### src/rtl/bus_router_pkg.sv
// Shared types and width helpers for the master-to-slave router.
package bus_router_pkg;

   typedef enum logic [1:0] {
      ST_IDLE    = 2'd0,
      ST_CONNECT = 2'd1,
      ST_HOLDOFF = 2'd2
   } state_t;

   localparam int TIMEOUT_CYC_DEF = 256;

   // Number of per-channel serial signals carried through the router
   localparam int BUS_W = 7;

   // Slave select is binary with 0 reserved for "no slave"
   function automatic int ssel_w(input int num_slaves);
      return $clog2(num_slaves + 1);
   endfunction

   // Master index needs at least one bit even for two masters
   function automatic int midx_w(input int num_masters);
      return (num_masters > 2) ? $clog2(num_masters) : 1;
   endfunction

   // Idle counter width; a disabled timeout still keeps a 1-bit counter
   function automatic int cnt_w(input int timeout_cyc);
      return (timeout_cyc > 0) ? $clog2(timeout_cyc + 1) : 1;
   endfunction

endpackage

### src/rtl/onehot_to_idx.sv
// Converts a grant vector to a binary index and flags exactly-one-hot input.
module onehot_to_idx #(
   parameter int N = 2,
   parameter int W = 1
) (
   input  logic [N-1:0] i_vec,
   output logic [W-1:0] o_idx,
   output logic         o_is_onehot
);

   // OR together the indices of all set bits; only meaningful when one-hot
   always_comb begin
      o_idx = '0;
      for (int i = 0; i < N; i++) begin
         if (i_vec[i]) o_idx = o_idx | W'(i);
      end
   end

   assign o_is_onehot = (i_vec != '0) && ((i_vec & (i_vec - N'(1))) == '0);

endmodule

### src/rtl/master_router.sv
// Routes one granted master's serial bus onto one selected slave channel,
// with registered outputs, release on grant drop and an idle timeout.
module master_router
   import bus_router_pkg::*;
#(
   parameter  int NUM_MASTERS = 2,
   parameter  int NUM_SLAVES  = 3,
   parameter  int TIMEOUT_CYC = TIMEOUT_CYC_DEF,
   localparam int SSEL_W      = ssel_w(NUM_SLAVES),
   localparam int MIDX_W      = midx_w(NUM_MASTERS)
) (
   input  logic                   clk,
   input  logic                   rstn,
   input  logic [NUM_MASTERS-1:0] bus_grant,
   input  logic [SSEL_W-1:0]      slave_sel,
   input  logic [NUM_MASTERS-1:0] m_master_ready,
   input  logic [NUM_MASTERS-1:0] m_master_valid,
   input  logic [NUM_MASTERS-1:0] m_read_en,
   input  logic [NUM_MASTERS-1:0] m_write_en,
   input  logic [NUM_MASTERS-1:0] m_tx_address,
   input  logic [NUM_MASTERS-1:0] m_tx_data,
   input  logic [NUM_MASTERS-1:0] m_tx_burst,
   output logic [NUM_SLAVES-1:0]  s_master_ready,
   output logic [NUM_SLAVES-1:0]  s_master_valid,
   output logic [NUM_SLAVES-1:0]  s_read_en,
   output logic [NUM_SLAVES-1:0]  s_write_en,
   output logic [NUM_SLAVES-1:0]  s_tx_address,
   output logic [NUM_SLAVES-1:0]  s_tx_data,
   output logic [NUM_SLAVES-1:0]  s_tx_burst,
   output logic                   route_active,
   output logic [MIDX_W-1:0]      route_master,
   output logic [SSEL_W-1:0]      route_slave,
   output logic                   timeout_pulse,
   output logic                   decode_err
);

   localparam int CNT_W = cnt_w(TIMEOUT_CYC);
   // Bundle bit positions: {ready, valid, read, write, addr, data, burst}
   localparam int B_VALID = 5;
   localparam logic [CNT_W-1:0] CNT_LAST =
      CNT_W'((TIMEOUT_CYC > 0) ? (TIMEOUT_CYC - 1) : 0);
   localparam logic [CNT_W-1:0] CNT_SAT =
      (TIMEOUT_CYC > 0) ? CNT_W'(TIMEOUT_CYC) : {CNT_W{1'b1}};

   logic [BUS_W-1:0]                  w_mbus [NUM_MASTERS];
   logic [BUS_W-1:0]                  w_gbus;
   logic [BUS_W-1:0]                  w_lbus;
   logic                              w_lgrant;
   logic [MIDX_W-1:0]                 w_gidx;
   logic                              w_onehot;
   logic                              w_sel_ok;

   state_t                            r_state, w_state_next;
   logic [MIDX_W-1:0]                 r_midx, w_midx_next;
   logic [SSEL_W-1:0]                 r_slave, w_slave_next;
   logic [CNT_W-1:0]                  r_cnt, w_cnt_next;
   logic [NUM_SLAVES-1:0][BUS_W-1:0]  r_sbus, w_sbus_next;
   logic                              r_tpulse, w_tpulse_next;
   logic                              r_derr, w_derr_next;

   genvar gi;

   // Pack each master's serial signals into one bundle
   generate
      for (gi = 0; gi < NUM_MASTERS; gi++) begin : g_mbus
         assign w_mbus[gi] = {m_master_ready[gi], m_master_valid[gi], m_read_en[gi],
                              m_write_en[gi], m_tx_address[gi], m_tx_data[gi],
                              m_tx_burst[gi]};
      end
   endgenerate

   onehot_to_idx #(
      .N (NUM_MASTERS),
      .W (MIDX_W)
   ) u_grant_idx (
      .i_vec       (bus_grant),
      .o_idx       (w_gidx),
      .o_is_onehot (w_onehot)
   );

   assign w_sel_ok = (slave_sel != '0) && (slave_sel <= SSEL_W'(NUM_SLAVES));

   // Select the newly granted master's bundle and the latched master's bundle/grant
   always_comb begin
      w_gbus   = '0;
      w_lbus   = '0;
      w_lgrant = 1'b0;
      for (int i = 0; i < NUM_MASTERS; i++) begin
         if (w_gidx == MIDX_W'(i)) w_gbus = w_mbus[i];
         if (r_midx == MIDX_W'(i)) begin
            w_lbus   = w_mbus[i];
            w_lgrant = bus_grant[i];
         end
      end
   end

   // Next-state and output-register logic; s_* default to 0 every cycle
   always_comb begin
      w_state_next  = r_state;
      w_midx_next   = r_midx;
      w_slave_next  = r_slave;
      w_cnt_next    = r_cnt;
      w_sbus_next   = '0;
      w_tpulse_next = 1'b0;
      w_derr_next   = 1'b0;
      case (r_state)
         ST_IDLE: begin
            if (bus_grant != '0) begin
               if (w_onehot && w_sel_ok) begin
                  w_state_next = ST_CONNECT;
                  w_midx_next  = w_gidx;
                  w_slave_next = slave_sel;
                  w_cnt_next   = '0;
                  for (int j = 0; j < NUM_SLAVES; j++) begin
                     if (slave_sel == SSEL_W'(j + 1)) w_sbus_next[j] = w_gbus;
                  end
               end else begin
                  w_derr_next = 1'b1;
               end
            end
         end
         ST_CONNECT: begin
            // Grant drop wins over a timeout landing on the same edge
            if (!w_lgrant) begin
               w_state_next = ST_IDLE;
            end else if ((TIMEOUT_CYC > 0) && !w_lbus[B_VALID] && (r_cnt == CNT_LAST)) begin
               w_state_next  = ST_HOLDOFF;
               w_tpulse_next = 1'b1;
               w_cnt_next    = '0;
            end else begin
               if (w_lbus[B_VALID]) w_cnt_next = '0;
               else if (r_cnt != CNT_SAT) w_cnt_next = r_cnt + CNT_W'(1);
               for (int j = 0; j < NUM_SLAVES; j++) begin
                  if (r_slave == SSEL_W'(j + 1)) w_sbus_next[j] = w_lbus;
               end
            end
         end
         ST_HOLDOFF: begin
            if (!w_lgrant) w_state_next = ST_IDLE;
         end
         default: w_state_next = ST_IDLE;
      endcase
   end

   // State and output registers, cleared asynchronously by reset
   always_ff @(posedge clk or negedge rstn) begin
      if (!rstn) begin
         r_state  <= ST_IDLE;
         r_midx   <= '0;
         r_slave  <= '0;
         r_cnt    <= '0;
         r_sbus   <= '0;
         r_tpulse <= 1'b0;
         r_derr   <= 1'b0;
      end else begin
         r_state  <= w_state_next;
         r_midx   <= w_midx_next;
         r_slave  <= w_slave_next;
         r_cnt    <= w_cnt_next;
         r_sbus   <= w_sbus_next;
         r_tpulse <= w_tpulse_next;
         r_derr   <= w_derr_next;
      end
   end

   // Unpack slave bundles onto the per-signal output ports
   generate
      for (gi = 0; gi < NUM_SLAVES; gi++) begin : g_sbus
         assign s_master_ready[gi] = r_sbus[gi][6];
         assign s_master_valid[gi] = r_sbus[gi][5];
         assign s_read_en[gi]      = r_sbus[gi][4];
         assign s_write_en[gi]     = r_sbus[gi][3];
         assign s_tx_address[gi]   = r_sbus[gi][2];
         assign s_tx_data[gi]      = r_sbus[gi][1];
         assign s_tx_burst[gi]     = r_sbus[gi][0];
      end
   endgenerate

   assign route_active  = (r_state == ST_CONNECT);
   assign route_master  = route_active ? r_midx : '0;
   assign route_slave   = route_active ? r_slave : '0;
   assign timeout_pulse = r_tpulse;
   assign decode_err    = r_derr;

endmodule

### config.mk
export PLATFORM = sky130hd
export DESIGN_NAME = master_router
export DESIGN_NICKNAME = d
export VERILOG_FILES = /design/src/rtl/bus_router_pkg.sv /design/src/rtl/onehot_to_idx.sv /design/src/rtl/master_router.sv
export SDC_FILE = /design/constraint.sdc
export NUM_CORES = 1
export LEC_CHECK = 0
export CAP_MARGIN = 40
export CORE_MARGIN = 2
export CORE_UTILIZATION = 54
export CTS_BUF_LIST = sky130_fd_sc_hd__clkbuf_4 sky130_fd_sc_hd__clkbuf_8
export DETAILED_ROUTE_END_ITERATION = 10
export PLACE_DENSITY = 0.89
export SLEW_MARGIN = 20
export SYNTH_ARGS = -nofsm -noshare
export SYNTH_HDL_FRONTEND = slang
export SYNTH_SLANG_ARGS = --single-unit
export TNS_END_PERCENT = 100
### constraint.sdc
create_clock -name clk -period 5.8 [get_ports clk]
set_input_delay 0.58 -clock clk [delete_from_list [all_inputs] [get_ports clk]]
set_output_delay 0.58 -clock clk [all_outputs]
set_load 0.1 [all_outputs]
### Word-level counts from Yosys, hierarchy flattened

Index checks and enable logic that the tools add are counted.

* magnitude comparators: 1
* bitwise operators: 1
* multiplexer cells: 36
* reductions and logical operators: 13
* $add $sub $neg: 2
* eq/ne operators: 16
* multipliers: 0
* shift-type cells: 0
* divide/modulo/power cells: 0

Operators with widths (number)
* 21-bit two-way mux: 4
* 7-bit two-way mux: 8
* 9-bit two-way mux: 6
* 21-bit case mux with 2 select lines: 1
* 9-bit case mux with 2 select lines: 1
* 2-bit two-way mux: 6
* 2-bit equality test (second input constant): 5
* 9-bit by 1-bit adder with 9-bit output (second input constant): 1
* 9-bit by 8-bit equality test with 1-bit output (second input constant): 1
* 1-bit two-way mux: 9
* 9-bit inequality test (second input constant): 1
* 2-bit by 1-bit equality test with 1-bit output (second input constant): 3
* 2-bit inequality test (second input constant): 3
* 2-bit case mux with 3 select lines: 1
* 2-bit nonzero test: 3
* 5-bit AND reduction: 1
* 1-bit logical AND: 4
* 2-bit logical NOT: 2
* 4-bit by 1-bit inequality test with 1-bit output (second input constant): 1
* 4-bit AND reduction: 1
* 3-bit by 2-bit inequality test with 1-bit output (second input constant): 1
* 3-bit AND reduction: 1
* 2-bit bitwise AND: 1
* 2-bit <= comparator (second input constant): 1
* other kinds (3): 3

* memories: 0
* memory bits (writable): 0
* ROM bits: 0
* bits in latches: 0
* register bits: 37
* logic and storage cells: 78

### Depth between registers and ports, before layout

Gate-level depths: netlist (run 1).

* word-level depth: 8
* mapped depth: 9
* mapped depth without buffers: 9

### Modules after synthesis

From an unflattened synthesis (run 1), not the netlist that was laid out.

* cell total of the unflattened synthesis: 165
* area, all modules: 1831.8 µm²

By module, submodules not included
* master_router: area an instance 1815.5 µm², cells each 163, times used 1
* onehot_to_idx: area an instance 16.3 µm², cells each 2, times used 1

### Worst setup path after synthesis (run 1)

No wires, ideal clock.

* path kind: flip-flop to output port
* start point: register r_state[1]
* end point: output route_slave[0]
* path slack: 2992 ps
* data arrival time: 2228 ps
* data required time: 5220 ps
* stages on the path, launching flop included: 5
* path through: dfrtp_1 nand2b_1 clkbuf_1 inv_1 and2_1

* cells in the longest elaborated chain, start to end: 2

Ends and longest elaborated chain
* from (decl): line master_router.sv:53 `state_t r_state, w_state_next;`
* from (signal assigned): line master_router.sv:156 `r_state <= w_state_next;`
* 2-bit by 1-bit equality test with 1-bit output: line master_router.sv:179 `assign route_active = (r_state == ST_CONNECT);`
* net route_active: line master_router.sv:30 `output logic route_active,`
* 2-bit two-way mux: line master_router.sv:181 `assign route_slave = route_active ? r_slave : '0;`
* to (decl): line master_router.sv:32 `output logic [SSEL_W-1:0] route_slave,`

The timed path passes the listed nets, and every way through them passes these cells.

### Final worst setup path (run 1)

* start point: input bus_grant[1]
* end point: register r_cnt[0]

* cells in the longest elaborated chain, start to end: 7
* elaborated cells between the ends (all ways): 11

Ends and longest elaborated chain
* from (decl): line master_router.sv:14 `input logic [NUM_MASTERS-1:0] bus_grant,`
* 2-bit by 1-bit subtractor with 2-bit output: line onehot_to_idx.sv:19 `assign o_is_onehot = (i_vec != '0) && ((i_vec & (i_vec - N'(1))) == '0);`
* 2-bit bitwise AND: line onehot_to_idx.sv:19
* 2-bit logical NOT: line onehot_to_idx.sv:19
* 1-bit logical AND: line onehot_to_idx.sv:19
* 1-bit logical AND: line master_router.sv:109 `if (w_onehot && w_sel_ok) begin`
* 2-bit inequality test (no source line)
* 5-bit AND reduction (no source line) (*)
* to (signal assigned): line master_router.sv:159 `r_cnt <= w_cnt_next;`
* to (decl): line master_router.sv:56 `logic [CNT_W-1:0] r_cnt, w_cnt_next;`

Every way passes the cells marked *; elsewhere a longest branch is shown, timed or not.
A chain may end at the register's enable or synchronous reset.

==> results of run 1 <==
==> report_power, final <==
| group | switching, mW | leakage [nW] | internal [mW] |
|---|---|---|---|
| combinational | 0.349 | 0.684 | 0.197 |
| sequential | 0.0341 | 0.503 | 0.292 |
| clock | 0.0905 | 0.0310 | 0.0456 |
| total | 0.474 | 1.22 | 0.534 |
==> registers in the layout, summed over array words and instances (netlist names), 3 cells and up <==
| name | cells |
|---|---|
| r_cnt | 9 |
| s_write_en | 3 |
| s_master_valid | 3 |
| s_tx_burst | 3 |
| s_tx_data | 3 |
| s_read_en | 3 |
| s_master_ready | 3 |
| s_tx_address | 3 |
==> layer usage <==
| metal | vias up | wire [um] | part of all wire (%) | global-route usage, % |
|---|---|---|---|---|
| li1 | 776 | - | - | - |
| met3 | 39 | 581 | 9.1 | 10.09 |
| met2 | 158 | 3283 | 51 | 61.69 |
| met5 | - | 0 | 0 | 0 |
| met4 | 0 | 434 | 6.8 | 22.22 |
| met1 | 906 | 2084 | 33 | 36.83 |
==> critical path: stages <==
cell and delay (ps):
clkdlybuf4s50_1 690, inv_1 170, ha_1 380, o21ai_0 220, o22ai_1 600, nand3_2 250, o21ai_0 250
==> layout make-up <==
class	instances	area share, %
Tap cell	46	2.029
Clock buffer	5	1.323
Sequential cell	37	32.64
Inverter	11	1.456
Clock inverter	3	0.6176
Multi-Input combinational cell	111	30.26
Timing Repair Buffer	74	31.67
==> worst paths after layout <==
path / end / slack, ps
max in group asynchronous: s_tx_burst[1] / 4850
setup reg to reg: r_cnt[0] / 2960
hold / removal: r_cnt[6] / 580
min in group asynchronous: s_master_ready[1] / 620
setup / recovery: r_cnt[0] / 2930
hold reg to reg: r_cnt[6] / 580
==> placed cells by master (no fill, tap or decap), types with 4 or more instances in the layout <==
master           synthesis  routed
o21ai_0                  5       5
nand2_1                  7       7
clkdlybuf4s50_1          0      46
a22o_1                  18      18
dfrtp_1                 37      37
nor2_1                   7       7
nand2b_1                 6       6
inv_1                   11      11
o22ai_1                  7       7
buf_8                    0      25
ha_1                     4       4
clkbuf_4                 0       5
nand3_1                  5       5
==> logic make-up (layout without fill, tap and decap cells) <==
group / count (synthesis) / in the layout / synth area share (%)
AO/OA/AOI/OAI: 53 / 53 / 23.51
AND/OR/NAND/NOR: 48 / 48 / 16.03
flip-flops: 37 / 37 / 50.27
buffers and inverters: 14 / 93 / 3.125
multiplexers: 6 / 6 / 4.347
adder cells (fa/ha/maj): 4 / 4 / 2.717
==> metrics by stage <==
step | area (um2) | hold slack, ps
2_1_floorplan | 1842 | 284.4
3_3_place_gp | 2351 | 519.2
3_5_place_dp | 2781 | 536.6
4_1_cts | 2836 | 557.6
5_1_grt | 2836 | 584.8
6_report | 2836 | 575.7
==> results.py, run 1 <==
metrics = {
    "timing": {
        "fmax_ghz": 0.3483,
        "period_share_pct": 49.50,
        "finalCriticalPeriod_ps": 2871,
        "worstMarginPinSlew_ps": 721.1,
        "rsz0062_at_grt": "no",
        "max_slew_margin_pct": 51.93,
        "finClkSkew_ps": 17.29,
        "layout_setup_ws_ps": 2929,
        "setup_tns_ps": 0,
        "hold_viol_final": 0,
        "finalSetupViolCount": 0,
        "slew_violations": 0,
    },
    "floorplanning": {
        "num_io_pins": 47,
        "fp.dieArea_um2": 3894,
        "std_cell_rows": 21,
        "core_um2": 3311,
        "initial_utilization_pct": 55.63,
        "fp.dieW_um": 62.40,
        "die_h_um": 62.40,
    },
    "layout": {
        "fillers": 173,
        "multi_input_area_um2": 858.3,
        "regArea_um2": 925.9,
        "drive_above_1_share_pct": 20.33,
        "final_util_pct": 85.68,
        "nets": 264,
        "fin_cells": 287,
        "syn2layout_area_growth_pct": 54.01,
        "diodes": 0,
    },
    "power_and_ir_drop": {
        "vdd_ir_drop_max_v": 0.0003543,
        "p_total_mw": 1.008,
        "p_leak_nw": 1.217,
        "pwr_density_cell_nw_per_um2": 355.4,
    },
    "global_routing": {
        "grt_pass1_vias": 1954,
        "grt_remaining_overflow": 0,
        "antenna_found_initial": 0,
        "grtUsageTotal_pct": 35.16,
        "grt_start_max_net_pins": 38,
        "grt_pass1_wl_mm": 10.27,
    },
    "placed_design": {
        "dpl.hpwl_mm": 4.841,
        "io_buffers": 46,
        "gp_congestion": 0.8914,
        "place_ws_ps": 2697,
        "placed_cells": 279,
    },
    "clock_tree": {
        "cts_root_buffer": "clkbuf_4",
        "cts_tree": "yes",
        "clk_pin_slew_ps": 110,
        "clkLatencyLatePin_ps": 370,
        "clock-sinks": 37,
        "numCtsBuffers": 5,
        "post_cts_buffers": 0,
        "hold_buffers": 0,
        "htreeDepth": 2,
        "postCtsResizedCells": 0,
        "clock_path_buffers": 2,
    },
    "flow_run": {
        "max_cap_violations": 0,
    },
    "synth": {
        "synth_fp_nets": 186,
        "netlist.area_leader.share_pct": 50.27,
        "netlist_instances": 162,
        "async_flop_share_pct": 100.0,
        "yosys_most_used_dff": "dfrtp_1",
        "synth_edf_count": 0,
        "synth_area_leader_cell": "dfrtp_1",
        "synth_seq_cells": 37,
        "synth-seq-area-share_pct": 50.27,
        "synth_cell_types": 48,
        "post_synth_instance_area_um2": 1842,
        "synth_area_leaders": "dfrtp_1 50%, a22o_1 8.6%, ha_1 2.7%, o22ai_1 2.4%, inv_1 2.2%",
        "synthTopCellsByCount": "37 x dfrtp_1, 18 x a22o_1, 11 x inv_1",
        "syn_avg_cell_area_um2": 11.37,
        "ys_warn_count": 0,
        "synth.most_common_cell": "dfrtp_1",
    },
    "critical_path": {
        "ff2ff_path_depth": 9,
        "cp_max_fo": 7,
        "cp_data_arrival_time_ps": 3150,
        "r2r-start": "r_cnt[0]",
        "crit_start": "bus_grant[1]",
        "crit_required_ps": 6070,
        "end_kind": "register",
        "start_kind": "input port",
        "worstSetupPathType": "input port to register",
    },
    "hold_path": {
        "hold_depth": 1,
        "min_path_type": "register to register",
        "hold_path_startpoint": "r_cnt[6]",
    },
    "routing": {
        "vias": 1879,
        "first_pass_iters": 7,
        "wl_per_cell_um": 22.24,
        "drt_iter0_drc": 204,
        "drc_errors": 0,
        "wl_mm": 6.384,
        "vias_per_cell": 6.547,
        "ant_nets": 0,
    },
    "status": {
        "status": "finished, final reports clean",
    },
}
Power figures use the tool's default switching activity.
==> run 2: changes to the inputs <==
Settings changed: CORE_UTILIZATION 54 to 45, PLACE_DENSITY 0.89 to 0.79.
Clock period 5.8 ns to 2.4 ns, I/O delays scaled along.
==> results.py, run 2 (synthesis results as in run 1) <==
metrics = {
    "floorplanning": {
        "initial_utilization_pct": 46.38,
        "fp.dieArea_um2": 4621,
        "fp.dieW_um": 67.98,
        "core_um2": 3971,
        "std_cell_rows": 23,
        "die_h_um": 67.98,
        "num_io_pins": 47,
    },
    "layout": {
        "fillers": 315,
        "final_common_cell": "buf_4",
        "final_cell_mix": "38 x buf_4, 37 x dfrtp_1, 18 x a22o_1, 18 x clkdlybuf4s50_1, 11 x inv_1",
        "syn2layout_area_growth_pct": 40.15,
        "drive_above_1_share_pct": 30.70,
        "nets": 251,
        "regArea_um2": 925.9,
        "largest_register_ffs": 9,
        "finalInstanceArea_um2": 2581,
        "largest_register": "r_cnt",
        "diodes": 0,
        "multi_input_area_um2": 895.9,
    },
    "timing": {
        "setup_tns_ps": 0,
        "finClkSkew_ps": 6.598,
        "fmax_ghz": 0.4325,
        "worstMarginPinSlew_ps": 532.7,
        "max_slew_margin_pct": 64.35,
        "layout_setup_ws_ps": 87.74,
        "slew_violations": 0,
        "period_share_pct": 96.34,
        "finalCriticalPeriod_ps": 2312,
        "rsz0062_at_grt": "no",
        "finalSetupViolCount": 0,
        "hold_viol_final": 0,
    },
    "placed_design": {
        "io_buffers": 46,
        "placed_area_um2": 2386,
        "dpl.hpwl_mm": 3.315,
        "place_ws_ps": -21.02,
        "gp_congestion": 0.8272,
    },
    "status": {
        "status": "finished, final reports clean",
    },
    "power_and_ir_drop": {
        "comb_power_share_pct": 46.9,
        "pwr_density_cell_nw_per_um2": 957.2,
        "clockPowerShare_pct": 21.6,
        "pwr-share-seq_pct": 31.5,
        "vdd_ir_drop_max_v": 0.0005300,
        "p_leak_nw": 1.166,
        "switching_share_pct": 44.33,
        "p_int_mw": 1.375,
        "power.switching_mw": 1.095,
    },
    "global_routing": {
        "grt_pass1_vias": 1506,
        "antenna_found_initial": 0,
        "grt_pass1_wl_mm": 6.975,
        "grt_remaining_overflow": 0,
        "grtUsageTotal_pct": 20.32,
        "grt_start_max_net_pins": 38,
    },
    "routing": {
        "vias": 1629,
        "m1WireLength_mm": 2.047,
        "met3RoutedLength_um": 217,
        "wl_met2_mm": 2.315,
        "drt_iter0_drc": 109,
        "drc_errors": 0,
        "first_pass_iters": 4,
        "ant_nets": 0,
        "vias_per_cell": 5.860,
        "wl_per_cell_um": 16.77,
        "wl_mm": 4.661,
        "top_layer_used": "met4",
    },
    "critical_path": {
        "ff2ff_path_depth": 10,
        "cp_slowest_stage_delay_ps": 430,
        "path_common_cell": "ha_2",
        "r2r-start": "r_cnt[0]",
        "r2r_slack_ps": 90,
        "timing.rr.end": "r_cnt[7]",
        "cp_data_arrival_time_ps": 2520,
        "crit_path_top_delay_cell": "or3b_4",
        "end_kind": "register",
        "start_kind": "register",
        "worstSetupPathType": "register to register",
        "crit_required_ps": 2610,
        "path_buf_inv": 1,
        "crit_start": "r_cnt[0]",
        "crit_chain": "ha_2, and3_4, nand3_1, nor2_1, ha_2, or3b_4, nor4b_4, buf_4, a211oi_1, o22ai_1",
        "cp_max_fo": 5,
        "crit_family": "simple AND/OR/NAND/NOR gates",
    },
    "clock_tree": {
        "clock-sinks": 37,
        "cts_root_buffer": "clkbuf_8",
        "clock_path_buffers": 2,
        "cts_tree": "yes",
        "clkLatencyLatePin_ps": 290,
        "clk_pin_slew_ps": 70,
        "numCtsBuffers": 5,
        "htreeDepth": 2,
    },
    "hold_path": {
        "min_path_type": "input port to async pin",
    },
    "flow_run": {
        "max_cap_violations": 0,
    },
}
## run 2: changes by cell type in the layout (fill, tap and decap cells not counted), sizes merged
cell | before | now
clkinv | 2 | 1
clkdlybuf4s50 | 46 | 18
buf | 28 | 42
dlygate4sd3 | 0 | 1
bufinv | 0 | 1
## run 2: layout make-up
class                      count  share of cell area [%]
clock buffer                   5                   2.666
tap                           50                   2.424
multi-input combinational    111                   34.71
inverter                      11                   1.600
sequential                    37                   35.87
clock inverter                 3                   1.794
timing repair buffer          61                   20.94
## run 2: per-layer routing
layer | global-route usage (%) | vias up
met5 | 0 | -
met4 | 8.500 | 0
met3 | 3.947 | 11
met2 | 31.67 | 64
met1 | 27.67 | 797
li1 | - | 757
## run 2: per-stage QoR
step	hold WS [ps]	total power, mW	std cells	util, %
floorplan	-55.59	1.584	162	-
global placement	364.3	1.880	266	60.08
detailed placement	369.6	1.893	266	60.08
CTS	57.86	2.432	274	63.04
global route	362.7	2.565	278	65.00
finish	340.6	2.471	278	65.00
## run 2: power groups by stage
stage	sequential [mW]	combinational [mW]	clock [mW]
global route	0.789	1.21	0.570
detailed placement	0.785	1.11	0
finish	0.777	1.16	0.535
floorplan	1.09	0.497	0
CTS	0.774	1.12	0.543
global placement	0.778	1.10	0
## run 2: how the worst max path moves through the flow
stage	endpoint	slack, ps	cells after the start
6_report	r_cnt[7]	90	10
5_1_grt	r_cnt[7]	7	10
4_1_cts	r_cnt[4]	30	9
3_5_place_dp	r_cnt[4]	-20	9
3_3_place_gp	r_cnt[4]	60	9
2_1_floorplan	r_cnt[4]	50	9
## run 2: what timing repair did
item                                    CTS  global route
setup buffers                             0             2
resized for setup                         1             7
endpoints found under the hold margin     0             8
endpoints found under the setup margin    4            27
pin swaps                                 1             3
hold buffers                              0             1
gates cloned                              0             0
## run 2: worst register-to-register path: cells and delay by family (launching register included)
| kind | cells | cell delay [ps] |
|---|---|---|
| AO/OA/AOI/OAI | 2 | 250 |
| adder cells (fa/ha/maj) | 2 | 370 |
| buffers and inverters | 1 | 180 |
| flip-flops | 1 | 390 |
| AND/OR/NAND/NOR | 5 | 1030 |
==> run 3: changes to the inputs <==
--- a/config.mk
+++ b/config.mk
@@ -6,10 +6,12 @@
 export NUM_CORES = 1
 export LEC_CHECK = 0
+export ABC_AREA = 1
+export ABC_CLOCK_PERIOD_IN_PS = 2400
 export CAP_MARGIN = 40
 export CORE_MARGIN = 2
-export CORE_UTILIZATION = 45
+export CORE_UTILIZATION = 46
 export CTS_BUF_LIST = sky130_fd_sc_hd__clkbuf_4 sky130_fd_sc_hd__clkbuf_8
 export DETAILED_ROUTE_END_ITERATION = 10
-export PLACE_DENSITY = 0.79
+export PLACE_DENSITY = 0.8
 export SLEW_MARGIN = 20
 export SYNTH_ARGS = -nofsm -noshare
==> constraint.sdc (replaced) <==
create_clock -name clk -period 2.4 [get_ports clk]
set_input_delay 0.48 -clock clk [delete_from_list [all_inputs] [get_ports clk]]
set_output_delay 0.48 -clock clk [all_outputs]
set_load 0.1 [all_outputs]
==> results.py, run 3 <==
metrics = {
    "status": {
        "status": "finished, final reports clean",
    },
    "floorplanning": {
        "die_h_um": 68.76,
        "initial_utilization_pct": 47.89,
        "std_cell_rows": 23,
        "num_io_pins": 47,
        "fp.dieW_um": 68.76,
        "fp.dieArea_um2": 4728,
        "core_um2": 4029,
    },
    "layout": {
        "fillers": 340,
        "regArea_um2": 925.9,
        "finalInstanceArea_um2": 2575,
        "syn2layout_area_growth_pct": 33.46,
        "final_cell_mix": "68 x nand2_1, 37 x dfrtp_1, 28 x inv_1",
        "diodes": 0,
        "largest_register_ffs": 9,
        "multi_input_area_um2": 890.9,
        "final_util_pct": 63.91,
        "drive_above_1_share_pct": 21.03,
        "final_common_cell": "nand2_1",
        "nets": 313,
        "largest_register": "r_cnt",
    },
    "synth": {
        "synth_edf_count": 0,
        "synth_fp_nets": 260,
        "netlist.area_leader.share_pct": 47.99,
        "synth_area_leader_cell": "dfrtp_1",
        "async_flop_share_pct": 100.0,
        "synth.most_common_cell": "nand2_1",
        "synth-seq-area-share_pct": 47.99,
        "yosys_most_used_dff": "dfrtp_1",
        "post_synth_instance_area_um2": 1929,
        "netlist_instances": 236,
        "synth_seq_cells": 37,
        "synth_cell_types": 23,
        "ys_warn_count": 0,
        "synth_area_leaders": "dfrtp_1 48%, nand2_1 13%, o21ai_1 6.5%, inv_1 5.4%, o21ai_0 4.9%",
        "syn_avg_cell_area_um2": 8.175,
        "synthTopCellsByCount": "68 x nand2_1, 37 x dfrtp_1, 28 x inv_1",
    },
    "global_routing": {
        "antenna_found_initial": 0,
        "grtUsageTotal_pct": 21.43,
        "grt_remaining_overflow": 0,
        "grt_start_max_net_pins": 38,
        "grt_pass1_vias": 1636,
        "grt_pass1_wl_mm": 7.472,
    },
    "critical_path": {
        "crit_required_ps": 2600,
        "start_kind": "register",
        "end_kind": "register",
        "worstSetupPathType": "register to register",
        "cp_max_fo": 9,
        "cp_data_arrival_time_ps": 2290,
    },
    "timing": {
        "finalSetupViolCount": 0,
        "fin_hold_ws_ps": 531.5,
        "finClkSkew_ps": 6.105,
        "finalCriticalPeriod_ps": 2084,
        "rsz0062_at_grt": "no",
        "period_share_pct": 86.82,
        "setup_tns_ps": 0,
        "hold_viol_final": 0,
        "fmax_ghz": 0.4799,
        "slew_violations": 0,
        "max_slew_margin_pct": 68.89,
        "worstMarginPinSlew_ps": 466.6,
    },
    "placed_design": {
        "io_buffers": 46,
        "dpl.hpwl_mm": 3.206,
        "gp_congestion": 0.8305,
        "placed_area_um2": 2441,
    },
    "clock_tree": {
        "clk_pin_slew_ps": 70,
        "cts_tree": "yes",
        "numCtsBuffers": 5,
        "post_cts_buffers": 0,
        "postCtsResizedCells": 0,
        "clock-sinks": 37,
        "htreeDepth": 2,
        "hold_buffers": 0,
        "cts_root_buffer": "clkbuf_8",
        "clkLatencyLatePin_ps": 280,
        "clock_path_buffers": 2,
    },
    "power_and_ir_drop": {
        "vdd_ir_drop_max_v": 0.0009136,
        "p_total_mw": 2.591,
        "pwr_density_cell_nw_per_um2": 1006,
        "p_leak_nw": 1.245,
    },
    "routing": {
        "drt_iter0_drc": 156,
        "wl_per_cell_um": 12.93,
        "vias": 1690,
        "drc_errors": 0,
        "vias_per_cell": 4.971,
        "first_pass_iters": 4,
        "wl_mm": 4.397,
        "ant_nets": 0,
    },
    "flow_run": {
        "max_cap_violations": 0,
    },
    "hold_path": {
        "min_path_type": "register to register",
    },
}
run 3: cell count changes in the layout (fill, tap and decap cells not counted), moves of 5 or more:
| cell | before | now |
|---|---|---|
| nand2_1 | 7 | 68 |
| o21ai_1 | 1 | 25 |
| a22o_1 | 18 | 0 |
| inv_1 | 11 | 28 |
| o21ai_0 | 5 | 19 |
| buf_4 | 38 | 26 |
| nor2_1 | 6 | 14 |
| nand2_4 | 0 | 7 |
| o22ai_1 | 7 | 0 |
| nand2b_1 | 6 | 0 |
| nor2_4 | 1 | 6 |
run 3: worst max-delay path, stage by stage, from the launching register on:
cell,delay [ps]
dfrtp_1,440
ha_1,250
nand3_1,120
nor2_1,70
nand3_1,90
nor2_1,60
ha_1,170
inv_1,110
nand3_1,130
nor2_4,180
nand2_1,110
nand2_4,120
nand2_1,70
o21ai_1,100
run 3: report_power, final:
| part | total (mW) | internal, mW | switching [mW] |
|---|---|---|---|
| combinational | 1.18 | 0.290 | 0.893 |
| sequential | 0.781 | 0.707 | 0.0744 |
| clock | 0.626 | 0.413 | 0.214 |
run 3: final timing paths:
kind                           from                 to  slack (ps)  cells past startpoint
max                        r_cnt[0]           r_cnt[3]         320                     13
min                        r_cnt[8]           r_cnt[8]         530                      2
max reg2reg                r_cnt[0]           r_cnt[3]         320                     13
min in group asynchronous      rstn  s_master_ready[2]         610                      2
max in group asynchronous      rstn      s_tx_burst[1]        1460                      2
min reg2reg                r_cnt[8]           r_cnt[8]         530                      2
run 3: cell families (layout without fill, tap and decap cells):
| logic type | Yosys count | in the layout | synth area share (%) |
|---|---|---|---|
| AO/OA/AOI/OAI | 47 | 47 | 12.39 |
| XOR/XNOR | 3 | 3 | 1.362 |
| adder cells (fa/ha/maj) | 4 | 4 | 2.594 |
| buffers and inverters | 33 | 87 | 6.485 |
| flip-flops | 37 | 37 | 47.99 |
| AND/OR/NAND/NOR | 112 | 112 | 29.18 |
run 3: routing by layer:
layer	vias up	wire length, um	part of all wire [%]	GRT usage [%]
met5	-	0	0	0
met1	766	1952	44	28.94
li1	858	-	-	-
met2	60	2164	49	36.18
met4	0	31	0.71	4.412
met3	6	247	5.6	3.734
run 3: area by class of cell:
cell class	count	share of cell area, %
flip-flops and latches	37	35.96
multi-input cells	166	34.60
repair buffers	48	17.30
inverters	31	4.519
clock buffers	5	2.672
clock inverters	3	2.527
well taps	50	2.430
run 3: stage by stage:
step | std cells | worst slack, ps
final | 340 | 316.4
after global placement | 332 | 243.7
after CTS | 340 | 289.4
after detailed placement | 332 | 105.0
after global routing | 340 | 112.6
after floorplan | 236 | -87.83
